==> src/rtl/simplerisc_pkg.sv <==
// Shared encodings for the simple RISC instruction sequencer:
// FSM state codes, opcode/sub constants, vsel encodings and the instruction layout.
package simplerisc_pkg;

  localparam int unsigned STATE_W = 3;

  localparam logic [STATE_W-1:0] S_IDLE   = 3'd0;
  localparam logic [STATE_W-1:0] S_DECODE = 3'd1;
  localparam logic [STATE_W-1:0] S_WRIMM  = 3'd2;
  localparam logic [STATE_W-1:0] S_GETA   = 3'd3;
  localparam logic [STATE_W-1:0] S_GETB   = 3'd4;
  localparam logic [STATE_W-1:0] S_EXEC   = 3'd5;
  localparam logic [STATE_W-1:0] S_WRREG  = 3'd6;
  localparam logic [STATE_W-1:0] S_FIN    = 3'd7;

  localparam logic [2:0] OP_MOV = 3'b110;
  localparam logic [2:0] OP_ALU = 3'b101;

  localparam logic [1:0] SUB_MOV_IMM = 2'b10;
  localparam logic [1:0] SUB_MOV_REG = 2'b00;
  localparam logic [1:0] SUB_CMP     = 2'b01;
  localparam logic [1:0] SUB_MVN     = 2'b11;

  localparam logic [1:0] VSEL_C   = 2'b00;
  localparam logic [1:0] VSEL_IMM = 2'b10;

  // imm8 overlaps {rd, sh, rm}
  typedef struct packed {
    logic [2:0] op;
    logic [1:0] sub;
    logic [2:0] rn;
    logic [2:0] rd;
    logic [1:0] sh;
    logic [2:0] rm;
  } instr_t;

endpackage

==> src/rtl/instr_sequencer_sx_ext.sv <==
// sx_ext: sign-extends an IW-bit value to OW bits.
module sx_ext #(
  parameter int unsigned IW = 8,
  parameter int unsigned OW = 16
) (
  input  logic [IW-1:0] din_i,
  output logic [OW-1:0] dout_o
);

  if (OW > IW) begin : g_ext
    assign dout_o = {{(OW-IW){din_i[IW-1]}}, din_i};
  end else begin : g_trunc
    assign dout_o = din_i[OW-1:0];
  end

endmodule

==> src/rtl/instr_sequencer.sv <==
// Multi-cycle instruction sequencer driving register-file and datapath controls.
// Optional CMP support is enabled with macro INSTR_SEQUENCER_CMP_EN.
module instr_sequencer
  import simplerisc_pkg::*;
#(
  parameter int unsigned DW = 16,
  parameter int unsigned RW = 3
) (
  input  logic          clk,
  input  logic          rst_n,
  input  logic          instr_valid,
  input  logic [15:0]   instr,
  output logic          instr_ready,
  output logic [RW-1:0] readnum,
  output logic [RW-1:0] writenum,
  output logic          write,
  output logic          loada,
  output logic          loadb,
  output logic          loadc,
  output logic          loads,
  output logic          asel,
  output logic          bsel,
  output logic [1:0]    vsel,
  output logic [1:0]    shift,
  output logic [1:0]    alu_op,
  output logic [DW-1:0] sximm,
  output logic          done,
  output logic          ill_err
);

`ifdef INSTR_SEQUENCER_CMP_EN
  localparam bit CmpEn = 1'b1;
`else
  localparam bit CmpEn = 1'b0;
`endif

  logic [STATE_W-1:0] state_q, state_d;
  instr_t             instr_q, instr_d;

  logic          ready_q, ready_d;
  logic [RW-1:0] readnum_q, readnum_d;
  logic [RW-1:0] writenum_q, writenum_d;
  logic          write_q, write_d;
  logic          loada_q, loada_d;
  logic          loadb_q, loadb_d;
  logic          loadc_q, loadc_d;
  logic          loads_q, loads_d;
  logic          asel_q, asel_d;
  logic [1:0]    vsel_q, vsel_d;
  logic [1:0]    shift_q, shift_d;
  logic [1:0]    alu_op_q, alu_op_d;
  logic          done_q, done_d;
  logic          ill_q, ill_d;

  logic is_mov_imm_c, is_mov_reg_c, is_alu_c, is_cmp_c;

  always_comb begin
    is_mov_imm_c = (instr_q.op == OP_MOV) && (instr_q.sub == SUB_MOV_IMM);
    is_mov_reg_c = (instr_q.op == OP_MOV) && (instr_q.sub == SUB_MOV_REG);
    is_cmp_c     = (instr_q.op == OP_ALU) && (instr_q.sub == SUB_CMP);
    is_alu_c     = (instr_q.op == OP_ALU) && (!is_cmp_c || CmpEn);
  end

  // Next state, plus the control outputs belonging to the state being entered
  always_comb begin
    state_d    = state_q;
    instr_d    = instr_q;
    ready_d    = 1'b0;
    readnum_d  = '0;
    writenum_d = '0;
    write_d    = 1'b0;
    loada_d    = 1'b0;
    loadb_d    = 1'b0;
    loadc_d    = 1'b0;
    loads_d    = 1'b0;
    asel_d     = 1'b0;
    vsel_d     = VSEL_C;
    shift_d    = 2'b00;
    alu_op_d   = 2'b00;
    done_d     = 1'b0;
    ill_d      = 1'b0;

    case (state_q)
      S_IDLE: begin
        if (instr_valid && ready_q) begin
          instr_d = instr_t'(instr);
          state_d = S_DECODE;
        end
      end
      S_DECODE: begin
        if (is_mov_imm_c)      state_d = S_WRIMM;
        else if (is_mov_reg_c) state_d = S_GETB;
        else if (is_alu_c)     state_d = S_GETA;
        else begin
          state_d = S_FIN;
          ill_d   = 1'b1;
        end
      end
      S_WRIMM: state_d = S_FIN;
      S_GETA:  state_d = S_GETB;
      S_GETB:  state_d = S_EXEC;
      S_EXEC:  state_d = is_cmp_c ? S_FIN : S_WRREG;
      S_WRREG: state_d = S_FIN;
      default: state_d = S_IDLE;
    endcase

    case (state_d)
      S_IDLE:  ready_d = 1'b1;
      S_WRIMM: begin
        writenum_d = RW'(instr_d.rn);
        vsel_d     = VSEL_IMM;
        write_d    = 1'b1;
      end
      S_GETA: begin
        readnum_d = RW'(instr_d.rn);
        loada_d   = 1'b1;
      end
      S_GETB: begin
        readnum_d = RW'(instr_d.rm);
        loadb_d   = 1'b1;
      end
      S_EXEC: begin
        shift_d  = instr_d.sh;
        loadc_d  = 1'b1;
        asel_d   = (instr_d.op == OP_MOV) || (instr_d.sub == SUB_MVN);
        alu_op_d = (instr_d.op == OP_ALU) ? instr_d.sub : 2'b00;
        loads_d  = CmpEn && (instr_d.op == OP_ALU) && (instr_d.sub == SUB_CMP);
      end
      S_WRREG: begin
        writenum_d = RW'(instr_d.rd);
        vsel_d     = VSEL_C;
        write_d    = 1'b1;
      end
      S_FIN:   done_d = 1'b1;
      default: ;
    endcase
  end

  always_ff @(posedge clk) begin
    if (!rst_n) begin
      state_q    <= S_IDLE;
      instr_q    <= '0;
      ready_q    <= 1'b0;
      readnum_q  <= '0;
      writenum_q <= '0;
      write_q    <= 1'b0;
      loada_q    <= 1'b0;
      loadb_q    <= 1'b0;
      loadc_q    <= 1'b0;
      loads_q    <= 1'b0;
      asel_q     <= 1'b0;
      vsel_q     <= VSEL_C;
      shift_q    <= 2'b00;
      alu_op_q   <= 2'b00;
      done_q     <= 1'b0;
      ill_q      <= 1'b0;
    end else begin
      state_q    <= state_d;
      instr_q    <= instr_d;
      ready_q    <= ready_d;
      readnum_q  <= readnum_d;
      writenum_q <= writenum_d;
      write_q    <= write_d;
      loada_q    <= loada_d;
      loadb_q    <= loadb_d;
      loadc_q    <= loadc_d;
      loads_q    <= loads_d;
      asel_q     <= asel_d;
      vsel_q     <= vsel_d;
      shift_q    <= shift_d;
      alu_op_q   <= alu_op_d;
      done_q     <= done_d;
      ill_q      <= ill_d;
    end
  end

  sx_ext #(.IW(8), .OW(DW)) u_sx_ext (
    .din_i  ({instr_q.rd, instr_q.sh, instr_q.rm}),
    .dout_o (sximm)
  );

  assign instr_ready = ready_q;
  assign readnum     = readnum_q;
  assign writenum    = writenum_q;
  assign write       = write_q;
  assign loada       = loada_q;
  assign loadb       = loadb_q;
  assign loadc       = loadc_q;
  assign loads       = loads_q;
  assign asel        = asel_q;
  assign bsel        = 1'b0;
  assign vsel        = vsel_q;
  assign shift       = shift_q;
  assign alu_op      = alu_op_q;
  assign done        = done_q;
  assign ill_err     = ill_q;

endmodule

==> config.mk <==
export PLATFORM = sky130hd
export DESIGN_NAME = instr_sequencer
export DESIGN_NICKNAME = d
export VERILOG_FILES = /design/src/rtl/simplerisc_pkg.sv /design/src/rtl/instr_sequencer_sx_ext.sv /design/src/rtl/instr_sequencer.sv
export SDC_FILE = /design/constraint.sdc
export NUM_CORES = 1
export LEC_CHECK = 0
export CORE_MARGIN = 2
export CORE_UTILIZATION = 40
export DETAILED_ROUTE_END_ITERATION = 16
export PLACE_DENSITY = 0.72
export SYNTH_ARGS = -nofsm -noshare
export SYNTH_HDL_FRONTEND = slang
export SYNTH_SLANG_ARGS = --single-unit
==> constraint.sdc <==
create_clock -name clk -period 2 [get_ports clk]
set_input_delay 0.5 -clock clk [delete_from_list [all_inputs] [get_ports clk]]
set_output_delay 0.5 -clock clk [all_outputs]
set_load 0.1 [all_outputs]
After elaboration in Yosys (flattened, before gate mapping)
Index checks and enable logic that the tools add are counted.

Memories: 0. Output and inout port bits: 38. Register bits: 39. Memory bits (writable): 0. Bits in read-only memories: 0. Bits in latches: 0.

Multiply operators: 0. Add/sub/neg operators: 0. Bitwise logic cells: 2. Eq/ne operators: 19. Shift operators: 0. Reduce and logical (&&, ||, !) cells: 15. Multiplexer cells: 18. Divide/modulo/power cells: 0. Magnitude comparators: 0.

Operators by type and width (count): equality test 3 bit, second input constant (11); 2-to-1 mux 16 bit (2); case mux 3 bit (6 select lines) (1); equality test 3 x 2 -> 1 bit, second input constant (4); 2-to-1 mux 3 bit (4); case mux 3 bit (2 select lines) (2); 2-to-1 mux 1 bit (8); zero test 3 bit (2); logical AND 1 bit (5); equality test 2 bit, second input constant (2); OR reduction 2 bit (2); OR reduction 4 bit (1); equality test 3 x 1 -> 1 bit, second input constant (1); AND reduction 3 bit (1); equality test 2 x 1 -> 1 bit, second input constant (1); zero test 2 bit (1); 2-to-1 mux 2 bit (1); inverter 1 bit (2); AND reduction 2 bit (1); zero test 1 bit (1); logical OR 1 bit (1).

Depth between registers and ports, before layout
Gate-level depths: netlist of the first run.

Depth after elaboration: 11. Gate-level depth with buffers: 6. Depth with buffers taken out: 5.

Hierarchy
Synthesis of the first run repeated with hierarchy kept, for this count alone.

Cell total of the unflattened synthesis: 193. Area total of the unflattened synthesis: 1813.0 um^2.

By module, submodules not included: instr_sequencer (cells an instance 177, times used 1, area each 1692.9 um^2, sequential area each 760.7 um^2); sx_ext (cells an instance 16, times used 1, area each 120.1 um^2, sequential area each 0.0 um^2).

Least setup slack after synthesis of the first run
Ideal clock, no wire load.

Path type: reg2reg. Start: reg ready_q (netlist: instr_ready). End: reg writenum_q[0] (netlist: writenum[0]). Stages on the path, launching flop included: 6. Data required time: 1.868 ns. Arrival time: 2.028 ns. Setup time: 0.132 ns. Clock period less this slack: 2.160 ns. Path slack: -0.160 ns. Cells stage by stage: dfxtp_1 > nand2_1 > nor4_4 > buf_6 > mux2i_1 > a211oi_2.

Cells in the longest elaborated chain, start to end: 5. Elaborated cells between the ends (all ways): 8.

Ends and longest elaborated chain: start, declared (line instr_sequencer.sv:40) `logic ready_q, ready_d;`; start signal, assigned (line instr_sequencer.sv:160) `ready_q <= ready_d;`; logical AND 1 bit (*) (line instr_sequencer.sv:85) `if (instr_valid && ready_q) begin`; 2-to-1 mux 3 bit (line instr_sequencer.sv:85); case mux 3 bit (6 select lines) (line instr_sequencer.sv:83) `case (state_q)`; equality test 3 bit or equality test 3 x 2 -> 1 bit (tied branches) (line instr_sequencer.sv:107) `case (state_d)`; case mux 3 bit (2 select lines) (*) (line instr_sequencer.sv:107); end signal, assigned (line instr_sequencer.sv:162) `writenum_q <= writenum_d;`; end, declared (line instr_sequencer.sv:42) `logic [RW-1:0] writenum_q, writenum_d;`.

Mark *: on every way between the ends. The rest lies on a longest branch, timed or not. A chain may end at the register's enable or synchronous reset.

Final worst setup path of the first run
Start: in instr_valid. End: reg writenum_q[2] (netlist: writenum[2]).

Cells in the longest elaborated chain, start to end: 5. Elaborated cells between the ends (all ways): 8.

Ends and longest elaborated chain: start, declared (line instr_sequencer.sv:11) `input logic instr_valid,`; logical AND 1 bit (*) (line instr_sequencer.sv:85); 2-to-1 mux 3 bit (line instr_sequencer.sv:85); case mux 3 bit (6 select lines) (line instr_sequencer.sv:83); equality test 3 bit or equality test 3 x 2 -> 1 bit (tied branches) (line instr_sequencer.sv:107); case mux 3 bit (2 select lines) (*) (line instr_sequencer.sv:107).

Marked as above.

==> impl_summary.md, run 1 <==
Power
The switching power as a share of total power is between 40% and 50%. Per report_power, the combinational group accounts for 46.6% of the total. For this design the ratio of total power to cell area is roughly 1300 nW/um^2. The net switching power figure is ~1.3 mW. Of the total power, the clock network draws a little over a fifth. The total leakage power is 0.922 nW. Internal power comes to about 1.6 mW.

The worst ir drop on vdd is roughly 0.84 mV. Registers are responsible for about 32% of the overall power.

Timing
After layout, the worst path uses 88.3% of the clock period. The minimum period implied by the final worst setup slack is 1.77 ns. The final hold violation count is 0. On the final layout, the worst clock skew is 0.00433 ns.

Setup slack on the critical path of the routed design comes to 0.234 ns. The maximum clock frequency is 566 MHz. The number of pins exceeding their max-slew limit in the final report was 0. The measured slew at the worst slew-check pin is a little under 0.5 ns. After routing, the total negative slack on setup checks comes to 0 ns. Measured against its own limit, the worst slew margin works out to 67.2%. Setup violations remaining at the end of the flow were counted as 0. Setup repair after global routing left no endpoint under its margin.

Critical path
The largest single stage delay on the critical path is ~0.45 ns. The family with the most delay on the worst path is buffers and inverters. In this run the worst setup path begins at instr_valid. The critical path is of the in2reg type. STA classifies the critical path startpoint as an input port. The reg-to-reg critical path startpoint is instr_q[11]. STA classifies the critical path endpoint as a register. The data arrival at the endpoint of the critical path is 1.92 ns. The count of buffer and inverter cells on the critical path is 2.

The signal on the critical path passes through clkdlybuf4s50_1 > nand2_1 > nor4_4 > buf_4 > mux2i_1 > a211oi_1. STA puts the critical path data required time at roughly 2.2 ns. The peak fanout along the critical path is 3. On the critical path, the stage with the largest delay is an instance of sky130_fd_sc_hd__clkdlybuf4s50_1.

Route
For this block, the via count after detailed routing is between 1000 and 1500. The routed wire length per instance is about 13 microns. The number of remaining DRC errors is 0. The final antenna-violating net count is 0.

The first detailed-routing pass ran for 4 iterations. After the first detailed-routing iteration, the DRC count stood at 36. After detailed routing, the number of vias per cell comes to between 4 and 5. Summed over all layers, the routed wires come to around 3400 microns.

Clock network
Post-CTS timing repair inserted 0 buffers for setup. The number of cells upsized or downsized after cts is 0. The root cell of the clock tree is sky130_fd_sc_hd__clkbuf_8. The clock tree synthesis step divided the H-tree into 2 levels. The longest clock path from root to sink contains 2 buffers. After clock tree synthesis, the clock-pin slew on the worst setup and hold paths is around 0.070 ns. The number of buffers inserted during clock tree synthesis is 5.

The count of hold-fix buffers inserted at cts is 0. The number of sinks handled by clock tree synthesis is 38. The clock latency at the later pin of the worst-skew pair is 0.29 ns. TritonCTS built the clock tree.

Global routing
Across every metal layer, demand over resource in global routing totals roughly 16%. The aggregate global routing overflow is 0. The first global-routing pass estimated ~5600 microns of wire.

The maximum number of pins on one net before global-route repair is 20. The via count of the first global-routing pass is ~1200. The initial antenna violation count came to 0.

Run status
The flow ran to the end, and the final reports show no timing, DRC or antenna violations.

Placement
The worst setup slack after placement is -0.0668 ns. Port buffering added 53 buffers. At the end of routability-driven placement, the weighted congestion stood at 0.765. Detailed placement finished with a half-perimeter wire length of about 2500 microns.

Die
The die width is ~68 microns. The number of top-level pins is 57. For this configuration, the core starts out at a cell density of between 40% and 50%. The overall die height is roughly 70 microns. In this run the core area contains 23 standard-cell rows. The floorplan step defined a die boundary enclosing ~4700 sq um. The area of the core is 4000 sq um.

Logic synthesis
After synthesis the netlist holds a flip-flop and latch count of 38. Synthesis produced around 170 cells. The most instantiated flip-flop cell in the synthesis netlist is sky130_fd_sc_hd__dfxtp_1. The average instance area after synthesis is 9.79 sq um.

The netlist area before placement is around 1700 sq um. The sequential area share after synthesis is roughly 46%. The Yosys step of the flow raised 0 warnings.

Synthesis instantiated 39 different standard cells from the library. Counting flops with an async set or reset pin after synthesis yields a share of 0%. In this run, synthesis inferred 0 flip-flops with an integrated enable.

Finish
The area used by sequential logic in the layout is around 760 sq um. The number of antenna cells inserted is 0. The library cells used most frequently in the layout, excluding fill and tap cells, are sky130_fd_sc_hd__dfxtp_1, sky130_fd_sc_hd__buf_4, sky130_fd_sc_hd__nor2_1, sky130_fd_sc_hd__clkdlybuf4s50_1, sky130_fd_sc_hd__mux2i_1. At the end of the flow, the number of nets in the layout was between 200 and 250. Of the cells placed in the final design, the portion with a size suffix greater than 1 is a little under a third. The footprint of the multi-input gates is slightly below 700 sq um. The leading cell type in the layout, fill and taps excluded is sky130_fd_sc_hd__dfxtp_1. The synthesis-to-finish area growth is 37.7%. The number of fillers in the final layout is approximately 370.

Job
The count of maximum capacitance violations is 0.

Worst hold path
The type of the most critical hold path is reg2reg. In this run the most critical hold path is launched from instr_q[2].
-- logic make-up after synthesis --
kind of cell,Yosys count,share of synthesized area [%]
buffers and inverters,31,13.0
AND/OR/NAND/NOR,61,19.8
multiplexers,17,10.3
flip-flops,38,46.0
other,1,0.227
AO/OA/AOI/OAI,21,10.7
-- power groups by stage --
| stage | Combinational, mW | Clock (mW) | Sequential (mW) |
|---|---|---|---|
| after floorplan | 0.797 | 0 | 1.31 |
| after global placement | 1.37 | 0 | 0.966 |
| after detailed placement | 1.37 | 0 | 0.968 |
| after CTS | 1.38 | 0.643 | 0.951 |
| after global routing | 1.46 | 0.667 | 0.965 |
| final | 1.37 | 0.625 | 0.952 |
-- registers in the layout, summed over array words and instances, names as in the netlist, 2 cells and up --
name	cells
alu_op	2
instr_q	16
readnum	3
shift	2
state_q	3
writenum	3
-- final cells by class --
type,instances,share of cell area (%)
Clock buffer,5,3.02
Clock inverter,3,1.76
Inverter,5,0.824
Multi-Input combinational cell,102,30.1
Sequential cell,38,33.4
Tap cell,50,2.75
Timing Repair Buffer,61,28.1
-- per-stage QoR --
step	util [%]	cell area (sq um)	hold slack (ns)	instances	total power, mW
2_1_floorplan	-	1660	0.454	171	2.11
3_3_place_gp	54.2	2170	0.469	256	2.34
3_5_place_dp	54.2	2170	0.479	256	2.34
4_1_cts	57.0	2280	0.490	264	2.97
5_1_grt	57.0	2280	0.509	264	3.09
6_report	57.0	2280	0.489	264	2.95
-- tightest hold or removal path, cell delays in order, from the launching register on --
cell	delay, ns
sky130_fd_sc_hd__dfxtp_1	0.31
sky130_fd_sc_hd__nand2_1	0.05
sky130_fd_sc_hd__mux2i_1	0.07
-- routing by layer --
layer | GRT usage [%] | part of all wire (%)
met5 | 0 | 0
met3 | 4.44 | 7.6
met2 | 26.3 | 45
met1 | 19.7 | 46
met4 | 8.25 | 1.5
-- Yosys cell counts (2+ instances only) --
library cell               number  area, sq um
sky130_fd_sc_hd__a211oi_2       3         37.5
sky130_fd_sc_hd__a21oi_1        2         10.0
sky130_fd_sc_hd__a221oi_1       2         17.5
sky130_fd_sc_hd__and3_2         3         22.5
sky130_fd_sc_hd__buf_4         20          150
sky130_fd_sc_hd__buf_6          3         33.8
sky130_fd_sc_hd__clkbuf_1       2         7.51
sky130_fd_sc_hd__dfxtp_1       38          761
sky130_fd_sc_hd__inv_1          5         18.8
sky130_fd_sc_hd__mux2i_1       17          170
sky130_fd_sc_hd__nand2_1       14         52.6
sky130_fd_sc_hd__nand3_1        4         20.0
sky130_fd_sc_hd__nor2_1        19         71.3
sky130_fd_sc_hd__nor2b_1        6         37.5
sky130_fd_sc_hd__nor3_1         4         20.0
sky130_fd_sc_hd__o21ai_0        2         10.0
sky130_fd_sc_hd__o31ai_1        3         22.5
-- final timing paths --
check,end,slack [ns],depth (start not counted)
min,instr_q[2],0.49,2
min reg2reg,instr_q[2],0.49,2
max reg2reg,writenum[0],0.25,5
max,writenum[2],0.23,6
Power figures use the tool's default switching activity.
==> inputs of run 2 (changes only) <==
CAP_MARGIN = 15   (was not set)
==> results of run 2 <==
Same layout as run 1: the final DEF is identical, and so are final timing and power.
